### config.mk
export PLATFORM = sky130hd
export DESIGN_NAME = row_rf_sched_flat
export DESIGN_NICKNAME = d
export VERILOG_FILES = /design/src/rtl/row_rf_sched_pkg.sv /design/src/rtl/row_rf_sched_if.sv /design/src/rtl/row_fill_cnt.sv /design/src/rtl/row_rf_sched.sv /design/src/flat_wrapper.sv
export SDC_FILE = /design/constraint.sdc
export NUM_CORES = 1
export LEC_CHECK = 0
export BUFFER_PORTS_ARGS = -buffer_cell sky130_fd_sc_hd__buf_2
export CAP_MARGIN = 20
export CORE_MARGIN = 2
export CORE_UTILIZATION = 40
export DETAILED_ROUTE_END_ITERATION = 6
export PLACE_DENSITY_LB_ADDON = 0.12
export SLEW_MARGIN = 10
export SYNTH_ARGS = -nofsm -noshare
export SYNTH_HDL_FRONTEND = slang
export SYNTH_SLANG_ARGS = --single-unit
### constraint.sdc
create_clock -name clk -period 3 [get_ports clk]
set_input_delay 0.6 -clock clk [delete_from_list [all_inputs] [get_ports clk]]
set_output_delay 0.6 -clock clk [all_outputs]
set_load 0.005 [all_outputs]
### src/rtl/row_rf_sched_pkg.sv
// -----------------------------------------------------------------------------
// row_rf_sched_pkg
// Shared types and constants for the row register-file scheduler.
//   state_t        : controller states, also exported on the debug port
//   WORDS_PER_ROW  : 64-bit words held by one row register file
//   STREAM_CYCLES  : length of the broadcast read stream
// -----------------------------------------------------------------------------
package row_rf_sched_pkg;

  typedef enum logic [2:0] {
    IDLE    = 3'd0,
    FILL    = 3'd1,
    DRAIN   = 3'd2,
    STREAM  = 3'd3,
    WAIT_PE = 3'd4,
    RELEASE = 3'd5
  } state_t;

  localparam int WORDS_PER_ROW = 4;
  localparam int STREAM_CYCLES = 4;

endpackage

### src/rtl/row_rf_sched_if.sv
// -----------------------------------------------------------------------------
// row_rf_sched_if
// Bus between the scheduler, the input FIFO and the row-file bank.
//   fifo_empty    : FIFO has no word at its head
//   fifo_rdata    : FIFO head word (first-word fall-through)
//   fifo_pop      : consume the head word this cycle
//   rf_write_en   : one-hot row-file write enable
//   rf_write_addr : word address within the selected row
//   rf_write_data : word being written
//   rf_read_en    : broadcast read enable to every row file
//   rf_full_row   : broadcast release to every row file
// Modports: master = scheduler, slave = FIFO / row-file bank side.
//
// Handshake: the FIFO offers a word whenever fifo_empty is low (valid =
// !fifo_empty); the scheduler accepts it by raising fifo_pop (ready). A word
// transfers exactly in a cycle where fifo_pop is high, and fifo_pop is never
// raised while fifo_empty is high.
// -----------------------------------------------------------------------------
interface row_rf_sched_if #(
  parameter int NUM_ROWS = 4,
  parameter int DATA_W   = 64
);

  logic                fifo_empty;
  logic [DATA_W-1:0]   fifo_rdata;
  logic                fifo_pop;
  logic [NUM_ROWS-1:0] rf_write_en;
  logic [1:0]          rf_write_addr;
  logic [DATA_W-1:0]   rf_write_data;
  logic                rf_read_en;
  logic                rf_full_row;

  modport master (
    input  fifo_empty, fifo_rdata,
    output fifo_pop, rf_write_en, rf_write_addr, rf_write_data,
    output rf_read_en, rf_full_row
  );

  modport slave (
    output fifo_empty, fifo_rdata,
    input  fifo_pop, rf_write_en, rf_write_addr, rf_write_data,
    input  rf_read_en, rf_full_row
  );

endinterface

### src/rtl/row_fill_cnt.sv
// -----------------------------------------------------------------------------
// row_fill_cnt
// Row-major fill position for the row-file bank.
//   clk, rst    : clock, asynchronous active-high reset
//   clear       : return to row 0 word 0 and drop the filled flag
//   adv         : one word was popped at the current position
//   fill_word   : word index within the current row (wraps 3 -> 0)
//   row_onehot  : one-hot decode of the current row
//   last_word   : current position is the final word of the last row
//   filled      : every word of the bank has been popped since the last clear
// -----------------------------------------------------------------------------
module row_fill_cnt
  import row_rf_sched_pkg::*;
#(
  parameter int NUM_ROWS = 4
) (
  input  logic                clk,
  input  logic                rst,
  input  logic                clear,
  input  logic                adv,
  output logic [1:0]          fill_word,
  output logic [NUM_ROWS-1:0] row_onehot,
  output logic                last_word,
  output logic                filled
);

  localparam int ROW_W = (NUM_ROWS > 1) ? $clog2(NUM_ROWS) : 1;

  logic [ROW_W-1:0] fill_row;

  assign last_word  = (fill_row == ROW_W'(NUM_ROWS - 1)) &&
                      (fill_word == 2'(WORDS_PER_ROW - 1));
  assign row_onehot = NUM_ROWS'(1) << fill_row;

  always_ff @(posedge clk or posedge rst) begin
    if (rst) begin
      fill_word <= '0;
      fill_row  <= '0;
      filled    <= 1'b0;
    end else if (clear) begin
      fill_word <= '0;
      fill_row  <= '0;
      filled    <= 1'b0;
    end else if (adv) begin
      if (fill_word == 2'(WORDS_PER_ROW - 1)) begin
        fill_word <= '0;
        // Wrapping back to row 0 leaves the counters ready for the next pass.
        fill_row  <= last_word ? '0 : fill_row + 1'b1;
      end else begin
        fill_word <= fill_word + 1'b1;
      end
      if (last_word) filled <= 1'b1;
    end
  end

endmodule

### src/rtl/row_rf_sched.sv
// -----------------------------------------------------------------------------
// row_rf_sched
// Fills NUM_ROWS row register files from the input FIFO in row-major order,
// broadcasts a STREAM_CYCLES read stream, waits for the PE array, releases the
// row files, and repeats for num_passes passes.
//   clk, rst    : clock, asynchronous active-high reset
//   start       : one-cycle pulse, latches num_passes (ignored while busy)
//   num_passes  : number of fill/stream passes
//   pe_done     : PE array consumed the current row set (counted in WAIT_PE)
//   busy        : run in progress
//   done        : one-cycle pulse after the final release
//   dbg_state   : current controller state
//   bus         : FIFO and row-file bank signals (master side)
// Optional build macro ROW_PREFETCH_EN: fill the next pass's words while
// waiting for the PE array (never on the last pass).
// -----------------------------------------------------------------------------
module row_rf_sched
  import row_rf_sched_pkg::*;
#(
  parameter int NUM_ROWS = 4,
  parameter int DATA_W   = 64,
  parameter int PASS_W   = 8
) (
  input  logic              clk,
  input  logic              rst,
  input  logic              start,
  input  logic [PASS_W-1:0] num_passes,
  input  logic              pe_done,
  output logic              busy,
  output logic              done,
  output state_t            dbg_state,
  row_rf_sched_if.master    bus
);

  state_t              state;
  logic [PASS_W-1:0]   pass_cnt;
  logic [1:0]          stream_cnt;

  logic [1:0]          fill_word;
  logic [NUM_ROWS-1:0] row_onehot;
  logic                last_word;
  logic                filled;
  logic                cnt_clear;
  logic                prefetch_ok;
  logic                fill_active;
  logic                pop;

  assign dbg_state = state;

  // A pass starts either from IDLE or when the previously written words are
  // about to be streamed; after that point the row files may be refilled.
  assign cnt_clear = ((state == IDLE) && start && (num_passes != '0)) ||
                     (state == DRAIN);

`ifdef ROW_PREFETCH_EN
  // A pop in the pe_done cycle would land its write on the RELEASE cycle,
  // colliding with the broadcast read, so that cycle is skipped.
  assign prefetch_ok = (state == WAIT_PE) && !pe_done &&
                       (pass_cnt != PASS_W'(1));
`else
  assign prefetch_ok = 1'b0;
`endif

  assign fill_active  = (state == FILL) || prefetch_ok;
  assign pop          = fill_active && !filled && !bus.fifo_empty;
  assign bus.fifo_pop = pop;

  row_fill_cnt #(
    .NUM_ROWS (NUM_ROWS)
  ) u_fill_cnt (
    .clk        (clk),
    .rst        (rst),
    .clear      (cnt_clear),
    .adv        (pop),
    .fill_word  (fill_word),
    .row_onehot (row_onehot),
    .last_word  (last_word),
    .filled     (filled)
  );

  always_ff @(posedge clk or posedge rst) begin
    if (rst) begin
      state             <= IDLE;
      pass_cnt          <= '0;
      stream_cnt        <= '0;
      busy              <= 1'b0;
      done              <= 1'b0;
      bus.rf_write_en   <= '0;
      bus.rf_write_addr <= '0;
      bus.rf_write_data <= '0;
      bus.rf_read_en    <= 1'b0;
      bus.rf_full_row   <= 1'b0;
    end else begin
      done            <= 1'b0;
      bus.rf_write_en <= pop ? row_onehot : '0;
      if (pop) begin
        bus.rf_write_addr <= fill_word;
        bus.rf_write_data <= bus.fifo_rdata;
      end

      case (state)
        IDLE: begin
          if (start) begin
            if (num_passes == '0) begin
              done <= 1'b1;
            end else begin
              state    <= FILL;
              busy     <= 1'b1;
              pass_cnt <= num_passes;
            end
          end
        end

        FILL: begin
          if (pop && last_word) state <= DRAIN;
        end

        // The final write of the fill is on the bus during this cycle.
        DRAIN: begin
          state          <= STREAM;
          stream_cnt     <= '0;
          bus.rf_read_en <= 1'b1;
        end

        STREAM: begin
          if (stream_cnt == 2'(STREAM_CYCLES - 1)) begin
            state          <= WAIT_PE;
            bus.rf_read_en <= 1'b0;
          end else begin
            stream_cnt <= stream_cnt + 1'b1;
          end
        end

        WAIT_PE: begin
          if (pe_done) begin
            state           <= RELEASE;
            bus.rf_read_en  <= 1'b1;
            bus.rf_full_row <= 1'b1;
          end
        end

        RELEASE: begin
          bus.rf_read_en  <= 1'b0;
          bus.rf_full_row <= 1'b0;
          pass_cnt        <= pass_cnt - 1'b1;
          if (pass_cnt == PASS_W'(1)) begin
            state <= IDLE;
            busy  <= 1'b0;
            done  <= 1'b1;
          end else if (filled) begin
            state <= DRAIN;
          end else begin
            state <= FILL;
          end
        end

        default: state <= IDLE;
      endcase
    end
  end

endmodule

### src/flat_wrapper.sv
// flat-port wrapper written by rule: the top's interface ports become plain ports
module row_rf_sched_flat import row_rf_sched_pkg::*;
#(
  parameter int NUM_ROWS = 4,
  parameter int DATA_W   = 64,
  parameter int PASS_W   = 8
)
  (clk, rst, start, num_passes, pe_done, busy, done, dbg_state, bus_fifo_empty, bus_fifo_rdata, bus_fifo_pop, bus_rf_write_en, bus_rf_write_addr, bus_rf_write_data, bus_rf_read_en, bus_rf_full_row);
  row_rf_sched_if #(.NUM_ROWS(NUM_ROWS), .DATA_W(DATA_W)) bus_i ();
  input  logic clk;
  input  logic rst;
  input  logic start;
  input  logic [PASS_W-1:0] num_passes;
  input  logic pe_done;
  output logic busy;
  output logic done;
  output state_t dbg_state;
  input wire logic [$bits(bus_i.fifo_empty)-1:0] bus_fifo_empty;
  input wire logic [$bits(bus_i.fifo_rdata)-1:0] bus_fifo_rdata;
  output wire logic [$bits(bus_i.fifo_pop)-1:0] bus_fifo_pop;
  output wire logic [$bits(bus_i.rf_write_en)-1:0] bus_rf_write_en;
  output wire logic [$bits(bus_i.rf_write_addr)-1:0] bus_rf_write_addr;
  output wire logic [$bits(bus_i.rf_write_data)-1:0] bus_rf_write_data;
  output wire logic [$bits(bus_i.rf_read_en)-1:0] bus_rf_read_en;
  output wire logic [$bits(bus_i.rf_full_row)-1:0] bus_rf_full_row;
  assign bus_i.fifo_empty = bus_fifo_empty;
  assign bus_i.fifo_rdata = bus_fifo_rdata;
  assign bus_fifo_pop = bus_i.fifo_pop;
  assign bus_rf_write_en = bus_i.rf_write_en;
  assign bus_rf_write_addr = bus_i.rf_write_addr;
  assign bus_rf_write_data = bus_i.rf_write_data;
  assign bus_rf_read_en = bus_i.rf_read_en;
  assign bus_rf_full_row = bus_i.rf_full_row;
  row_rf_sched #(.NUM_ROWS(NUM_ROWS), .DATA_W(DATA_W), .PASS_W(PASS_W)) u_core (.clk(clk), .rst(rst), .start(start), .num_passes(num_passes), .pe_done(pe_done), .busy(busy), .done(done), .dbg_state(dbg_state), .bus(bus_i));
endmodule
Yosys cells after proc, flatten, opt, wreduce, memory -nomap -nowiden

Index checks and enable logic that the tools add are counted.

Bits in registers: 92
Latch bits: 0
RAM bits: 0
Bits in read-only memories: 0
Bits of input ports: 77
Memories: 0

Add/subtract/negate cells: 4
Multiply operators: 0
Divide/modulo/power cells: 0
$lt $le $gt $ge: 0
Equality and inequality tests: 16
Shift-type cells: 1
Multiplexer cells: 36
Bitwise logic cells: 0
Reductions and logical operators: 27

Operators by type and width:

| cell                                                 | number |
|---|---|
| 2-to-1 mux 2 bit                                     | 9 |
| 2-to-1 mux 3 bit                                     | 6 |
| case mux 3 bit (6 select lines)                      | 1 |
| 2-to-1 mux 8 bit                                     | 2 |
| case mux 8 bit (2 select lines)                      | 1 |
| nonzero test 2 bit                                   | 6 |
| 2-to-1 mux 1 bit                                     | 11 |
| != test 2 bit (second input constant)                | 5 |
| equality test 8 x 1 -> 1 bit (second input constant) | 1 |
| logical NOT 8 bit                                    | 1 |
| AND reduction 2 bit                                  | 4 |
| nonzero test 8 bit                                   | 1 |
| subtractor 8 x 1 -> 8 bit (second input constant)    | 1 |
| adder 2 x 1 -> 2 bit (second input constant)         | 3 |
| equality test 2 bit (second input constant)          | 3 |
| equality test 3 x 2 -> 1 bit (second input constant) | 2 |
| equality test 3 bit (second input constant)          | 2 |
| logical AND 1 bit                                    | 6 |
| case mux 1 bit (2 select lines)                      | 3 |
| AND reduction 3 bit                                  | 2 |
| AND reduction 5 bit                                  | 1 |
| 2-to-1 mux 4 bit                                     | 1 |
| != test 2 x 1 -> 1 bit (second input constant)       | 2 |
| case mux 1 bit (4 select lines)                      | 1 |
| other kinds (8)                                      | 9 |

Depth between registers and ports, before layout

Depth in word-level cells: 6
Mapped depth: 8
Gate-level depth less buffers: 5

Hierarchy

From an unflattened synthesis, not the netlist that was laid out.

Cells, all modules: 429
Area total of the unflattened synthesis: 3,942.5 um^2

By module, submodules not included:

| module       | instances | cells an instance | area each (um^2) | seq. area each (um^2) |
|---|---|---|---|---|
| row_rf_sched | 1         | 401               | 3,636.0          | 2,177.1 |
| row_fill_cnt | 1         | 28                | 306.5            | 125.1 |

Worst setup path after synthesis

No wires, ideal clock.

Path kind: input-to-output
From: input port bus_fifo_empty
To: output port bus_fifo_pop
Arrival time: 1.345 ns
Data required time: 2.400 ns
Slack: 1.055 ns
Stages: 5
Cell sequence: nor2_1 > nand3_1 > inv_1 > buf_2 > buf_2

Longest elaborated chain between the ends: 2

Ends and longest elaborated chain:

| element            | line               | RTL |
|---|---|---|
| start: declaration | flat_wrapper.sv:18 | `input wire logic [$bits(bus_i.fifo_empty)-1:0] bus_fifo_empty;` |
| logical NOT 1 bit  | row_rf_sched.sv:65 | `assign pop = fill_active && !filled && !bus.fifo_empty;` |
| logical AND 1 bit  | row_rf_sched.sv:65 |  |
| end: declaration   | flat_wrapper.sv:20 | `output wire logic [$bits(bus_i.fifo_pop)-1:0] bus_fifo_pop;` |

Every way passes these cells.

Final worst setup path

From: register u_core.state[2], in the netlist u_core.dbg_state[2]
To: output port bus_fifo_pop

Longest elaborated chain between the ends: 3

Ends and longest elaborated chain:

| element                        | line                | RTL |
|---|---|---|
| start: declaration             | row_rf_sched.sv:35  | `state_t state;` |
| start signal: assignment       | row_rf_sched.sv:83  | `state <= IDLE;` |
| start signal: assignment       | row_rf_sched.sv:107 | `state <= FILL;` |
| start signal: assignment       | row_rf_sched.sv:115 | `if (pop && last_word) state <= DRAIN;` |
| equality test 3 x 1 -> 1 bit   | row_rf_sched.sv:64  | `assign fill_active = (state == FILL) \|\| prefetch_ok;` |
| logical AND 1 bit (2 in a row) | row_rf_sched.sv:65  |  |

Every way passes these cells.

==> impl_metrics.py <==
metrics = {
    "cts": {
        "htreeDepth": 3,
        "postCtsSetupBuffers": 0,
        "hold_buffers": 0,
        "path_clk_slew_ns": 0.09,
        "cts.repair.resized": 0,
        "cts_buffer_depth": 2,
        "clock_latency_ns": 0.36,
        "cts-buffers-inserted": 9,
        "cts_tree": "yes",
        "numClockSinks": 92,
        "clock-root-buffer": "clkbuf_8",
    },
    "synthesis": {
        "synth_cell_type_count": 43,
        "syn_area_mm2": 0.00392,
        "yosysWarnings": 0,
        "synth_flop_cell": "dfrtp_1",
        "synthArstFlopShare": 1.00,
        "synth_commonest_cells": "nand2_1 (212), dfrtp_1 (92), nor2_1 (15)",
        "synth.area.top_cells": "dfrtp_1 (59%), nand2_1 (20%), ha_1 (2.6%), a21oi_1 (1.7%), buf_2 (1.5%)",
        "synth-seq-cells": 92,
        "synth_most_common_cell": "nand2_1",
        "avgSynthCellArea_um2": 9.02,
        "netlist.top_cell.by_area": "dfrtp_1",
        "ys_seq_area_frac": 0.587,
        "synth-edff-count": 0,
        "yosys.area.top_type_share": 0.587,
        "netlist_instances": 435,
        "syn-num-nets": 520,
    },
    "routing": {
        "drt-total-wl_um": 9360,
        "vias": 3381,
        "route.detailed.drc": 0,
        "wl_per_cell_um": 13.0,
        "drtIter0Drc": 92,
        "drtAntennaViolNets": 0,
        "drt_first_pass_iters": 4,
        "post_drt_via_cell_ratio": 4.68,
    },
    "setup_path": {
        "worstPathArrival_ns": 1.49,
        "required_ns": 2.40,
        "endpoint_kind": "primary output",
        "path_class": "reg -> out",
        "cp_slowest_stage_delay_ns": 0.36,
        "cpMaxStageDelayCell": "dfrtp_1",
        "r2r_cells": 7,
        "r2r-end": "u_core.u_fill_cnt.fill_row[1]",
        "reg2reg_slack_ns": 1.07,
        "cp_cell_sequence": "buf_4, nor2_1, nand3_2, inv_2, buf_2",
        "start_kind": "register",
        "cp_max_fo": 18,
        "reg2reg_from": "u_core.dbg_state[2]",
    },
    "sta": {
        "hold_viol": 0,
        "rsz0062_at_grt": "no",
        "fin_ws_ns": 0.908,
        "setup_violations": 0,
        "fmax_ghz": 0.478,
        "tightest_slew_ns": 0.768,
        "whs_ns": 0.338,
        "tns_ns": 0,
        "finalCritPeriodShare": 0.697,
        "slew_headroom": 0.487,
        "drv_slew": 0,
        "post-route-min-period_ns": 2.09,
        "clock_skew_ns": 0.00418,
    },
    "placement": {
        "place_congestion": 0.839,
        "pre_cts_ws_ns": 0.805,
        "io_buffers": 154,
        "dp_cells": 706,
        "dp_hpwl_um": 6650,
    },
    "die": {
        "rows": 36,
        "die_h_um": 103,
        "start_util": 0.407,
        "num_io_pins": 155,
        "die_x_um": 103,
        "core_area_mm2": 0.00964,
        "fp.dieArea_mm2": 0.0106,
    },
    "pwr": {
        "p_leak_nw": 2.78,
        "power_density_mw_per_mm2": 911,
        "vdd_drop_max_mv": 0.320,
    },
    "min_path": {
        "hold_path_class": "in -> async",
    },
    "cells_and_area": {
        "layout-drive-gt1-share": 0.311,
        "final_cells": 722,
        "final_nets": 669,
        "antenna_cells": 0,
        "area_growth_pct": 27.1,
    },
    "global_route": {
        "gr-total-overflow": 0,
        "grtUsageTotal": 0.176,
        "first_global_vias": 3011,
        "grt_max_degree": 74,
        "antenna_found_initial": 0,
        "grt_first_pass_wirelength_um": 14500,
    },
    "status": {
        "outcome": "finished, final reports clean",
    },
    "run": {
        "maxCapViolations": 0,
    },
}
registers in the layout, summed over array words and instances, names as in the netlist, 2 cells and up:
name                         count
u_core.bus.rf_write_data        64
u_core.pass_cnt                  8
u_core.bus.rf_write_en           4
u_core.dbg_state                 3
u_core.bus.rf_write_addr         2
u_core.stream_cnt                2
u_core.u_fill_cnt.fill_row       2
u_core.u_fill_cnt.fill_word      2
worst max-delay path, delay by kind of cell (launching register included):
| kind | cells | cell delay [ns] |
|---|---|---|
| buffers and inverters | 3 | 0.43 |
| flip-flops | 1 | 0.36 |
| AND/OR/NAND/NOR | 2 | 0.34 |
per-layer routing:
metal / global-route usage / share of wire
met1: 0.234 / 0.45
met4: 0.0881 / 0.023
met2: 0.278 / 0.47
met5: 0 / 0
met3: 0.0312 / 0.050
worst max path at each step:
stage                              from                endpoint  slack, ns  depth (start not counted)
finish              u_core.dbg_state[2]            bus_fifo_pop       0.91                          5
global placement          num_passes[6]      u_core.pass_cnt[2]       0.84                          5
CTS                 u_core.dbg_state[2]            bus_fifo_pop       0.88                          5
detailed placement        num_passes[6]      u_core.pass_cnt[2]       0.81                          5
global route        u_core.dbg_state[1]            bus_fifo_pop       0.80                          4
floorplan                           rst  u_core.bus.rf_full_row      0.008                          1
power breakdown:
part           internal, W  leakage, nW  switching, W
logic             0.000750         1.55      0.000938
registers          0.00177         1.15      0.000335
clock network     0.000322       0.0824      0.000426
total              0.00284         2.78       0.00170
per-stage QoR:
stage,area (um^2),total power (W),utilization
floorplan,3920,0.00310,-
global placement,4820,0.00380,0.500
detailed placement,4820,0.00385,0.500
CTS,4990,0.00461,0.518
global route,4990,0.00498,0.518
finish,4990,0.00454,0.518
layout by cell type, fill, tap and decap left out, types with 3 or more instances in the layout:
cell type,synthesis,final
a31oi_1,3,3
nand3_1,9,8
nor4_1,6,6
ha_1,8,8
dfrtp_1,92,92
clkbuf_8,0,10
nor3_1,3,3
o21ai_0,4,4
nand2_1,212,212
buf_4,0,5
nor2_1,15,15
inv_1,9,7
clkinv_2,0,3
buf_2,12,154
or4_1,3,3
and2_1,4,4
a21oi_1,13,13
layout make-up:
| class | instances | area (um^2) |
|---|---|---|
| clock inverters | 4 | 25.0 |
| fillers | 970 | 4650 |
| well taps | 133 | 166 |
| repair buffers | 160 | 828 |
| inverters | 10 | 38.8 |
| clock buffers | 12 | 145 |
| multi-input cells | 311 | 1480 |
| flip-flops and latches | 92 | 2300 |
kinds of logic (layout without fill, tap and decap cells):
kind of cell	Yosys count	count (layout)	synth area share
and+or+nand+nor	264	264	0.281
DFF	92	92	0.587
AOI/OAI and AO/OA	39	39	0.0698
buffers and inverters	32	186	0.0367
adders and majority gates	8	8	0.0255
Power figures use the tool's default switching activity.
